$ cat src/rtl/ex_mem_pipe_if.sv
// EX/MEM stage bus: upstream handshake, downstream handshake, payload in/out and status.
// The slave side is the pipeline stage; the master side is its environment.
interface ex_mem_pipe_if #(
  parameter int DATA_W = 16,
  parameter int SEL_W  = 3,
  parameter int CNT_W  = 16
);
  logic              inp_valid;
  logic              out_ready;
  logic              out_valid;
  logic              inp_ready;
  logic              inp_hit;
  logic              inp_flush;

  logic              inp_zero;
  logic [DATA_W-1:0] inp_alu_result;
  logic [SEL_W-1:0]  inp_select_reg;
  logic [DATA_W-1:0] inp_data2;
  logic [DATA_W-1:0] inp_branch_address;
  logic              inp_mem_to_reg;
  logic              inp_reg_write;
  logic              inp_mem_read;
  logic              inp_mem_write;
  logic              inp_branch;

  logic              out_zero;
  logic [DATA_W-1:0] out_alu_result;
  logic [SEL_W-1:0]  out_select_reg;
  logic [DATA_W-1:0] out_data2;
  logic [DATA_W-1:0] out_branch_address;
  logic              out_mem_to_reg;
  logic              out_reg_write;
  logic              out_mem_read;
  logic              out_mem_write;
  logic              out_branch;

  logic [1:0]        out_occupancy;
  logic [CNT_W-1:0]  out_stall_count;

  modport slave (
    input  inp_valid, inp_ready, inp_hit, inp_flush,
           inp_zero, inp_alu_result, inp_select_reg, inp_data2, inp_branch_address,
           inp_mem_to_reg, inp_reg_write, inp_mem_read, inp_mem_write, inp_branch,
    output out_ready, out_valid,
           out_zero, out_alu_result, out_select_reg, out_data2, out_branch_address,
           out_mem_to_reg, out_reg_write, out_mem_read, out_mem_write, out_branch,
           out_occupancy, out_stall_count
  );

  modport master (
    output inp_valid, inp_ready, inp_hit, inp_flush,
           inp_zero, inp_alu_result, inp_select_reg, inp_data2, inp_branch_address,
           inp_mem_to_reg, inp_reg_write, inp_mem_read, inp_mem_write, inp_branch,
    input  out_ready, out_valid,
           out_zero, out_alu_result, out_select_reg, out_data2, out_branch_address,
           out_mem_to_reg, out_reg_write, out_mem_read, out_mem_write, out_branch,
           out_occupancy, out_stall_count
  );
endinterface

$ cat src/rtl/ex_mem_pipe.sv
// EX/MEM pipeline register with a 2-entry skid buffer, flush and cache-hit stall.
// State advances on the falling clock edge, like the other pipeline registers.
module ex_mem_pipe #(
  parameter int DATA_W = 16,
  parameter int SEL_W  = 3,
  parameter int CNT_W  = 16
) (
  input logic          inp_clk,
  input logic          inp_rst_n,
  ex_mem_pipe_if.slave bus
);
  typedef struct packed {
    logic              zero;
    logic [DATA_W-1:0] alu_result;
    logic [SEL_W-1:0]  select_reg;
    logic [DATA_W-1:0] data2;
    logic [DATA_W-1:0] branch_address;
    logic              mem_to_reg;
    logic              reg_write;
    logic              mem_read;
    logic              mem_write;
    logic              branch;
  } payload_t;

  // Encoding doubles as the occupancy count.
  typedef enum logic [1:0] {EMPTY = 2'd0, ONE = 2'd1, FULL = 2'd2} state_t;

  state_t           state_q, state_d;
  payload_t         main_q, main_d;
  payload_t         skid_q, skid_d;
  logic [CNT_W-1:0] stall_q, stall_d;

  payload_t in_pl;
  logic     acc;
  logic     in_fire;

  assign in_pl.zero           = bus.inp_zero;
  assign in_pl.alu_result     = bus.inp_alu_result;
  assign in_pl.select_reg     = bus.inp_select_reg;
  assign in_pl.data2          = bus.inp_data2;
  assign in_pl.branch_address = bus.inp_branch_address;
  assign in_pl.mem_to_reg     = bus.inp_mem_to_reg;
  assign in_pl.reg_write      = bus.inp_reg_write;
  assign in_pl.mem_read       = bus.inp_mem_read;
  assign in_pl.mem_write      = bus.inp_mem_write;
  assign in_pl.branch         = bus.inp_branch;

  // A cache miss blocks downstream acceptance exactly like inp_ready=0.
  assign acc     = bus.inp_ready & bus.inp_hit;
  assign in_fire = bus.inp_valid & (state_q != FULL);

  always_comb begin
    state_d = state_q;
    main_d  = main_q;
    skid_d  = skid_q;
    stall_d = stall_q;

    case (state_q)
      EMPTY: begin
        if (in_fire) begin
          main_d  = in_pl;
          state_d = ONE;
        end
      end
      ONE: begin
        if (in_fire && acc) begin
          main_d = in_pl;
        end else if (in_fire) begin
          skid_d  = in_pl;
          state_d = FULL;
        end else if (acc) begin
          state_d = EMPTY;
        end
      end
      FULL: begin
        if (acc) begin
          main_d  = skid_q;
          state_d = ONE;
        end
      end
      default: state_d = EMPTY;
    endcase

    // Flush wins over everything; stale data is harmless because controls are gated.
    if (bus.inp_flush) begin
      state_d = EMPTY;
    end

    if ((state_q != EMPTY) && !acc && (stall_q != {CNT_W{1'b1}})) begin
      stall_d = stall_q + CNT_W'(1);
    end
  end

  always_ff @(negedge inp_clk or negedge inp_rst_n) begin
    if (!inp_rst_n) begin
      state_q <= EMPTY;
      main_q  <= '0;
      skid_q  <= '0;
      stall_q <= '0;
    end else begin
      state_q <= state_d;
      main_q  <= main_d;
      skid_q  <= skid_d;
      stall_q <= stall_d;
    end
  end

  assign bus.out_valid          = (state_q != EMPTY);
  assign bus.out_ready          = (state_q != FULL);
  assign bus.out_occupancy      = state_q;
  assign bus.out_stall_count    = stall_q;

  assign bus.out_zero           = main_q.zero;
  assign bus.out_alu_result     = main_q.alu_result;
  assign bus.out_select_reg     = main_q.select_reg;
  assign bus.out_data2          = main_q.data2;
  assign bus.out_branch_address = main_q.branch_address;

  // A bubble must never write memory or the register file.
  assign bus.out_mem_to_reg     = main_q.mem_to_reg & bus.out_valid;
  assign bus.out_reg_write      = main_q.reg_write  & bus.out_valid;
  assign bus.out_mem_read       = main_q.mem_read   & bus.out_valid;
  assign bus.out_mem_write      = main_q.mem_write  & bus.out_valid;
  assign bus.out_branch         = main_q.branch     & bus.out_valid;
endmodule

$ cat src/flat_wrapper.sv
// flat-port wrapper written by rule: the top's interface ports become plain ports
module ex_mem_pipe_flat 
#(
  parameter int DATA_W = 16,
  parameter int SEL_W  = 3,
  parameter int CNT_W  = 16
)
  (inp_clk, inp_rst_n, bus_inp_valid, bus_inp_ready, bus_inp_hit, bus_inp_flush, bus_inp_zero, bus_inp_alu_result, bus_inp_select_reg, bus_inp_data2, bus_inp_branch_address, bus_inp_mem_to_reg, bus_inp_reg_write, bus_inp_mem_read, bus_inp_mem_write, bus_inp_branch, bus_out_ready, bus_out_valid, bus_out_zero, bus_out_alu_result, bus_out_select_reg, bus_out_data2, bus_out_branch_address, bus_out_mem_to_reg, bus_out_reg_write, bus_out_mem_read, bus_out_mem_write, bus_out_branch, bus_out_occupancy, bus_out_stall_count);
  ex_mem_pipe_if #(.DATA_W(DATA_W), .SEL_W(SEL_W), .CNT_W(CNT_W)) bus_i ();
  input logic inp_clk;
  input logic inp_rst_n;
  input wire logic [$bits(bus_i.inp_valid)-1:0] bus_inp_valid;
  input wire logic [$bits(bus_i.inp_ready)-1:0] bus_inp_ready;
  input wire logic [$bits(bus_i.inp_hit)-1:0] bus_inp_hit;
  input wire logic [$bits(bus_i.inp_flush)-1:0] bus_inp_flush;
  input wire logic [$bits(bus_i.inp_zero)-1:0] bus_inp_zero;
  input wire logic [$bits(bus_i.inp_alu_result)-1:0] bus_inp_alu_result;
  input wire logic [$bits(bus_i.inp_select_reg)-1:0] bus_inp_select_reg;
  input wire logic [$bits(bus_i.inp_data2)-1:0] bus_inp_data2;
  input wire logic [$bits(bus_i.inp_branch_address)-1:0] bus_inp_branch_address;
  input wire logic [$bits(bus_i.inp_mem_to_reg)-1:0] bus_inp_mem_to_reg;
  input wire logic [$bits(bus_i.inp_reg_write)-1:0] bus_inp_reg_write;
  input wire logic [$bits(bus_i.inp_mem_read)-1:0] bus_inp_mem_read;
  input wire logic [$bits(bus_i.inp_mem_write)-1:0] bus_inp_mem_write;
  input wire logic [$bits(bus_i.inp_branch)-1:0] bus_inp_branch;
  output wire logic [$bits(bus_i.out_ready)-1:0] bus_out_ready;
  output wire logic [$bits(bus_i.out_valid)-1:0] bus_out_valid;
  output wire logic [$bits(bus_i.out_zero)-1:0] bus_out_zero;
  output wire logic [$bits(bus_i.out_alu_result)-1:0] bus_out_alu_result;
  output wire logic [$bits(bus_i.out_select_reg)-1:0] bus_out_select_reg;
  output wire logic [$bits(bus_i.out_data2)-1:0] bus_out_data2;
  output wire logic [$bits(bus_i.out_branch_address)-1:0] bus_out_branch_address;
  output wire logic [$bits(bus_i.out_mem_to_reg)-1:0] bus_out_mem_to_reg;
  output wire logic [$bits(bus_i.out_reg_write)-1:0] bus_out_reg_write;
  output wire logic [$bits(bus_i.out_mem_read)-1:0] bus_out_mem_read;
  output wire logic [$bits(bus_i.out_mem_write)-1:0] bus_out_mem_write;
  output wire logic [$bits(bus_i.out_branch)-1:0] bus_out_branch;
  output wire logic [$bits(bus_i.out_occupancy)-1:0] bus_out_occupancy;
  output wire logic [$bits(bus_i.out_stall_count)-1:0] bus_out_stall_count;
  assign bus_i.inp_valid = bus_inp_valid;
  assign bus_i.inp_ready = bus_inp_ready;
  assign bus_i.inp_hit = bus_inp_hit;
  assign bus_i.inp_flush = bus_inp_flush;
  assign bus_i.inp_zero = bus_inp_zero;
  assign bus_i.inp_alu_result = bus_inp_alu_result;
  assign bus_i.inp_select_reg = bus_inp_select_reg;
  assign bus_i.inp_data2 = bus_inp_data2;
  assign bus_i.inp_branch_address = bus_inp_branch_address;
  assign bus_i.inp_mem_to_reg = bus_inp_mem_to_reg;
  assign bus_i.inp_reg_write = bus_inp_reg_write;
  assign bus_i.inp_mem_read = bus_inp_mem_read;
  assign bus_i.inp_mem_write = bus_inp_mem_write;
  assign bus_i.inp_branch = bus_inp_branch;
  assign bus_out_ready = bus_i.out_ready;
  assign bus_out_valid = bus_i.out_valid;
  assign bus_out_zero = bus_i.out_zero;
  assign bus_out_alu_result = bus_i.out_alu_result;
  assign bus_out_select_reg = bus_i.out_select_reg;
  assign bus_out_data2 = bus_i.out_data2;
  assign bus_out_branch_address = bus_i.out_branch_address;
  assign bus_out_mem_to_reg = bus_i.out_mem_to_reg;
  assign bus_out_reg_write = bus_i.out_reg_write;
  assign bus_out_mem_read = bus_i.out_mem_read;
  assign bus_out_mem_write = bus_i.out_mem_write;
  assign bus_out_branch = bus_i.out_branch;
  assign bus_out_occupancy = bus_i.out_occupancy;
  assign bus_out_stall_count = bus_i.out_stall_count;
  ex_mem_pipe #(.DATA_W(DATA_W), .SEL_W(SEL_W), .CNT_W(CNT_W)) u_core (.inp_clk(inp_clk), .inp_rst_n(inp_rst_n), .bus(bus_i));
endmodule
$ cat config.mk
export PLATFORM = sky130hd
export DESIGN_NAME = ex_mem_pipe_flat
export DESIGN_NICKNAME = d
export VERILOG_FILES = /design/src/rtl/ex_mem_pipe_if.sv /design/src/rtl/ex_mem_pipe.sv /design/src/flat_wrapper.sv
export SDC_FILE = /design/constraint.sdc
export NUM_CORES = 1
export LEC_CHECK = 0
export CAP_MARGIN = 10
export CORE_ASPECT_RATIO = 0.8
export CORE_UTILIZATION = 48
export DETAILED_ROUTE_END_ITERATION = 16
export PLACE_DENSITY = 0.84
export SETUP_SLACK_MARGIN = 0.15
export SLEW_MARGIN = 0
export SYNTH_ARGS = -nofsm -noshare
export SYNTH_HDL_FRONTEND = slang
export SYNTH_SLANG_ARGS = --single-unit
$ cat constraint.sdc
create_clock -name inp_clk -period 4.8 [get_ports inp_clk]
set_clock_uncertainty 0.15 [all_clocks]
set_input_delay 0.96 -clock inp_clk [delete_from_list [all_inputs] [get_ports inp_clk]]
set_output_delay 0.96 -clock inp_clk [all_outputs]
set_load 0.1 [all_outputs]
After elaboration in Yosys (flattened, before gate mapping):

Index checks and enable logic that the tools add are counted.

* bits in registers: 132
* input port bits: 63
* output and inout port bits: 77
* word-level logic and storage cells: 63

* $add $sub $neg: 1
* eq/ne operators: 11
* multiplexer cells: 11
* bitwise operators: 8
* reduce and logical (&&, ||, !) cells: 10

Operators with widths (count)
* 57-bit two-way mux: 3
* 57-bit case mux with 3 select lines: 1
* 16-bit by 1-bit adder with 16-bit output, second input constant: 1
* 16-bit != test, second input constant: 1
* 2-bit two-way mux: 6
* 4-bit AND reduction: 2
* 1-bit bitwise AND: 7
* 2-bit by 1-bit != test with 1-bit output, second input constant: 3
* 3-bit by 2-bit != test with 1-bit output, second input constant: 2
* 2-bit case mux with 3 select lines: 1
* 4-bit by 2-bit != test with 1-bit output, second input constant: 1
* 1-bit logical AND: 3
* 3-bit != test, second input constant: 1
* 3-bit AND reduction: 1
* 3-bit nonzero test: 1
* 2-bit by 1-bit == test with 1-bit output, second input constant: 1
* 2-bit == test, second input constant: 1
* 2-bit logical NOT: 1
* 2-bit != test, second input constant: 1
* 2-bit nonzero test: 1
* 1-bit logical NOT: 1
* 1-bit inverter: 1

Logic depth before layout (Yosys ltp):

* depth in word-level cells: 6
* gate-level depth with buffers: 7
* depth with buffers taken out: 5

==> reports/qor.yml <==
power:
  power_per_cell_area_mw_per_mm2: 542
  total_power_mw: 4.96
  p_leak_nw: 3.93
  peakVddDrop_uv: 344
critical_path:
  cp.arrival_ns: 3.78
  path_class: "register to primary output"
  path_cells: "nor2_2, buf_12, nor2b_4, buf_12"
  cpMaxStageDelayCell: "dfrtn_1"
  rr_startpoint: "u_core.bus.out_occupancy[1]$_DFFE_NN0P_"
  cp.depth: 4
  cp.buffers_inverters: 2
  endpoint_kind: "primary output"
  reg2reg_depth: 8
  slowest_delay_ns: 0.45
  critPathMaxFanout: 6
  start_kind: "register"
  r2r_slack_ns: 2.17
  crit_path_frequent_cell: "buf_12"
  required_ns: 3.69
  crit_path_start: "u_core.bus.out_occupancy[1]$_DFFE_NN0P_"
  path_delay_family: "flip-flops"
timing:
  fin_ws_ns: -0.0948
  finalSetupViolCount: 8
  hold_viol_final: 0
  maxSlewViolCount: 0
  slew-limit-headroom_pct: 27.5
  tightest_slew_ns: 1.09
  rsz0062_at_grt: "true"
  holdWs_ns: 0.300
global_routing:
  grt-ovfl-total: 0
  grt_max_degree: 60
  grt_pass1_wl_mm: 23.2
  gr-usage-all-layers_pct: 23.4
  grt_antenna_before_repair: 0
  grt_pass1_vias: 4437
route:
  dr.pass1.iters: 4
  antenna_left: 0
  routedWlPerCell_um: 18.4
  drc_errors: 0
  drtIter0Drc: 203
  via_per_inst: 5.26
  vias: 4333
  totalWireLength_mm: 15.1
logic_synthesis:
  syn-cell-area_mm2: 0.00608
  yosysMostFrequentCell: "dfrtn_1"
  synth.area.top_cells: "dfrtn_1 (54%), mux2_2 (11%), mux2i_1 (9.4%)"
  yosysTopAreaCell: "dfrtn_1"
  async_reset_ff_share_pct: 100
  yosys_warnings: 0
  syn_avg_cell_area_um2: 11.8
  synth_edf_count: 0
  synth_cell_types: 36
  seq_area_frac_synth_pct: 54.3
  synth_flop_cell: "dfrtn_1"
  synth_nets: 579
  synthCells: 515
  synth.top_cell.area_share_pct: 54.3
  ys_top_cells_by_count: "dfrtn_1 (132), nand2_1 (61), mux2_2 (58), mux2i_1 (57), buf_4 (52)"
  synth_seq_cells: 132
finish:
  syn_to_final_growth_pct: 50.5
  layout.filler_cells: 788
  regMostFlops: "u_core.skid_q"
  drive_gt1_share_pct: 35.0
  final_nets: 703
  antenna_cells: 0
  largest_reg_flops: 57
outcome:
  outcome: "complete, but fails checks"
  violations: "setup timing"
place:
  place_congestion: 0.866
  hpwl_mm: 9.05
  port_buffers: 139
floorplan:
  initial_core_util_pct: 49.7
  core_mm2: 0.0123
  fp.dieArea_mm2: 0.0131
  ios: 140
  dieWidth_um: 128
  rows: 36
  die_y_um: 103
flow_run:
  max_cap_violations: 0
clocking:
  cts_max_path_buffers: 2
  cts.clk_slew.worst_paths_ns: 0.05
  cts_buffers: 17
  cts-root-buf: "clkbuf_16"
  clkSinkCount: 132
  htreeDepth: 4
  cts_tree: "built"
  clk-insertion-delay-late_ns: 0.39
min_path:
  hold_path_depth: 2
  hp-start: "u_core.main_q[1]$_DFFE_NN0P_"
  hp-class: "register to register"
==> layout make-up <==
class	count	area, um2	share of cell area, %
clock buffers	19	443	4.84
clock inverters	13	159	1.74
inverters	2	15.0	0.164
multi-input cells	303	2320	25.3
flip-flops and latches	132	3300	36.1
well taps	171	214	2.34
repair buffers	183	2700	29.5
==> kinds of logic after synthesis <==
kind of cell / after synthesis / synth area share, %
AO/OA/AOI/OAI: 72 / 6.48
XOR/XNOR: 13 / 1.87
adder cells (fa/ha/maj): 1 / 0.206
buffers and inverters: 80 / 9.05
flip-flops: 132 / 54.3
multiplexers: 115 / 20.1
AND/OR/NAND/NOR: 102 / 7.98
==> per-layer routing <==
metal / up-vias / wire [um] / global-route usage [%]
li1: 1994 / - / -
met1: 2200 / 6220 / 27.5
met5: - / 0 / 0
met3: 14 / 675 / 5.24
met2: 125 / 8070 / 42.4
met4: 0 / 161 / 8.51
==> path summary, 6_finish.rpt <==
check / endpoint
setup / recovery: bus_out_branch
hold / removal: u_core.main_q[1]$_DFFE_NN0P_
setup reg to reg: u_core.bus.out_select_reg[0]$_DFFE_NN0P_
hold reg to reg: u_core.main_q[1]$_DFFE_NN0P_
max in group asynchronous: u_core.bus.out_data2[4]$_DFFE_NN0P_
min in group asynchronous: u_core.bus.out_stall_count[0]$_DFFE_NN0P_
==> power breakdown <==
group / leakage [nW] / internal, mW / switching (mW) / total [mW]
Clock: 0.289 / 0.829 / 0.489 / 1.32
Combinational: 2.02 / 0.789 / 1.22 / 2.01
Sequential: 1.62 / 1.41 / 0.226 / 1.64
==> worst reg2reg max path: cells and delay by family (launching register included) <==
kind	cells	cell delay, ns
buf+inv	4	1.31
compound gates	2	0.32
simple gates	2	0.23
flops	1	0.45
==> repair_timing <==
action | 4_1_cts | 5_1_grt
pin swaps | 2 | 1
resized for setup | 17 | 2
gates cloned | 3 | 1
setup buffers | 15 | 8
hold buffers | 0 | 0
setup endpoints to repair | 88 | 127
==> cells in the final DEF (no fill, tap or decap), types with 2 or more instances in the layout <==
cell type / count
a211oi_1: 3
a21oi_1: 4
a31oi_1: 3
and2_1: 2
and3_1: 3
and4_1: 3
buf_12: 86
buf_16: 3
buf_4: 27
buf_6: 4
bufinv_16: 3
clkbuf_16: 18
clkdlybuf4s50_1: 58
clkinv_2: 4
clkinv_4: 3
clkinvlp_4: 5
dfrtn_1: 132
dlygate4sd2_1: 2
mux2_2: 58
mux2i_1: 57
nand2_1: 61
nand3_1: 4
nand4_1: 10
nor2_1: 3
nor2b_4: 7
nor4_1: 2
o21ai_0: 35
o21ai_1: 22
xnor2_1: 6
xor2_1: 7
==> per-stage QoR <==
step	TNS (ns)	cells	setup slack (ns)	cell area (um2)	util [%]
floorplan	-5.20	515	-0.899	6140	-
global placement	-27.21	764	-0.286	8210	67.0
detailed placement	-32.84	764	-0.394	8210	67.0
CTS	-0.587	814	-0.108	9070	74.0
global route	-0.966	823	-0.137	9160	74.7
finish	-0.618	823	-0.0948	9160	74.7
Note: power is estimated with default switching activity, not from simulation.
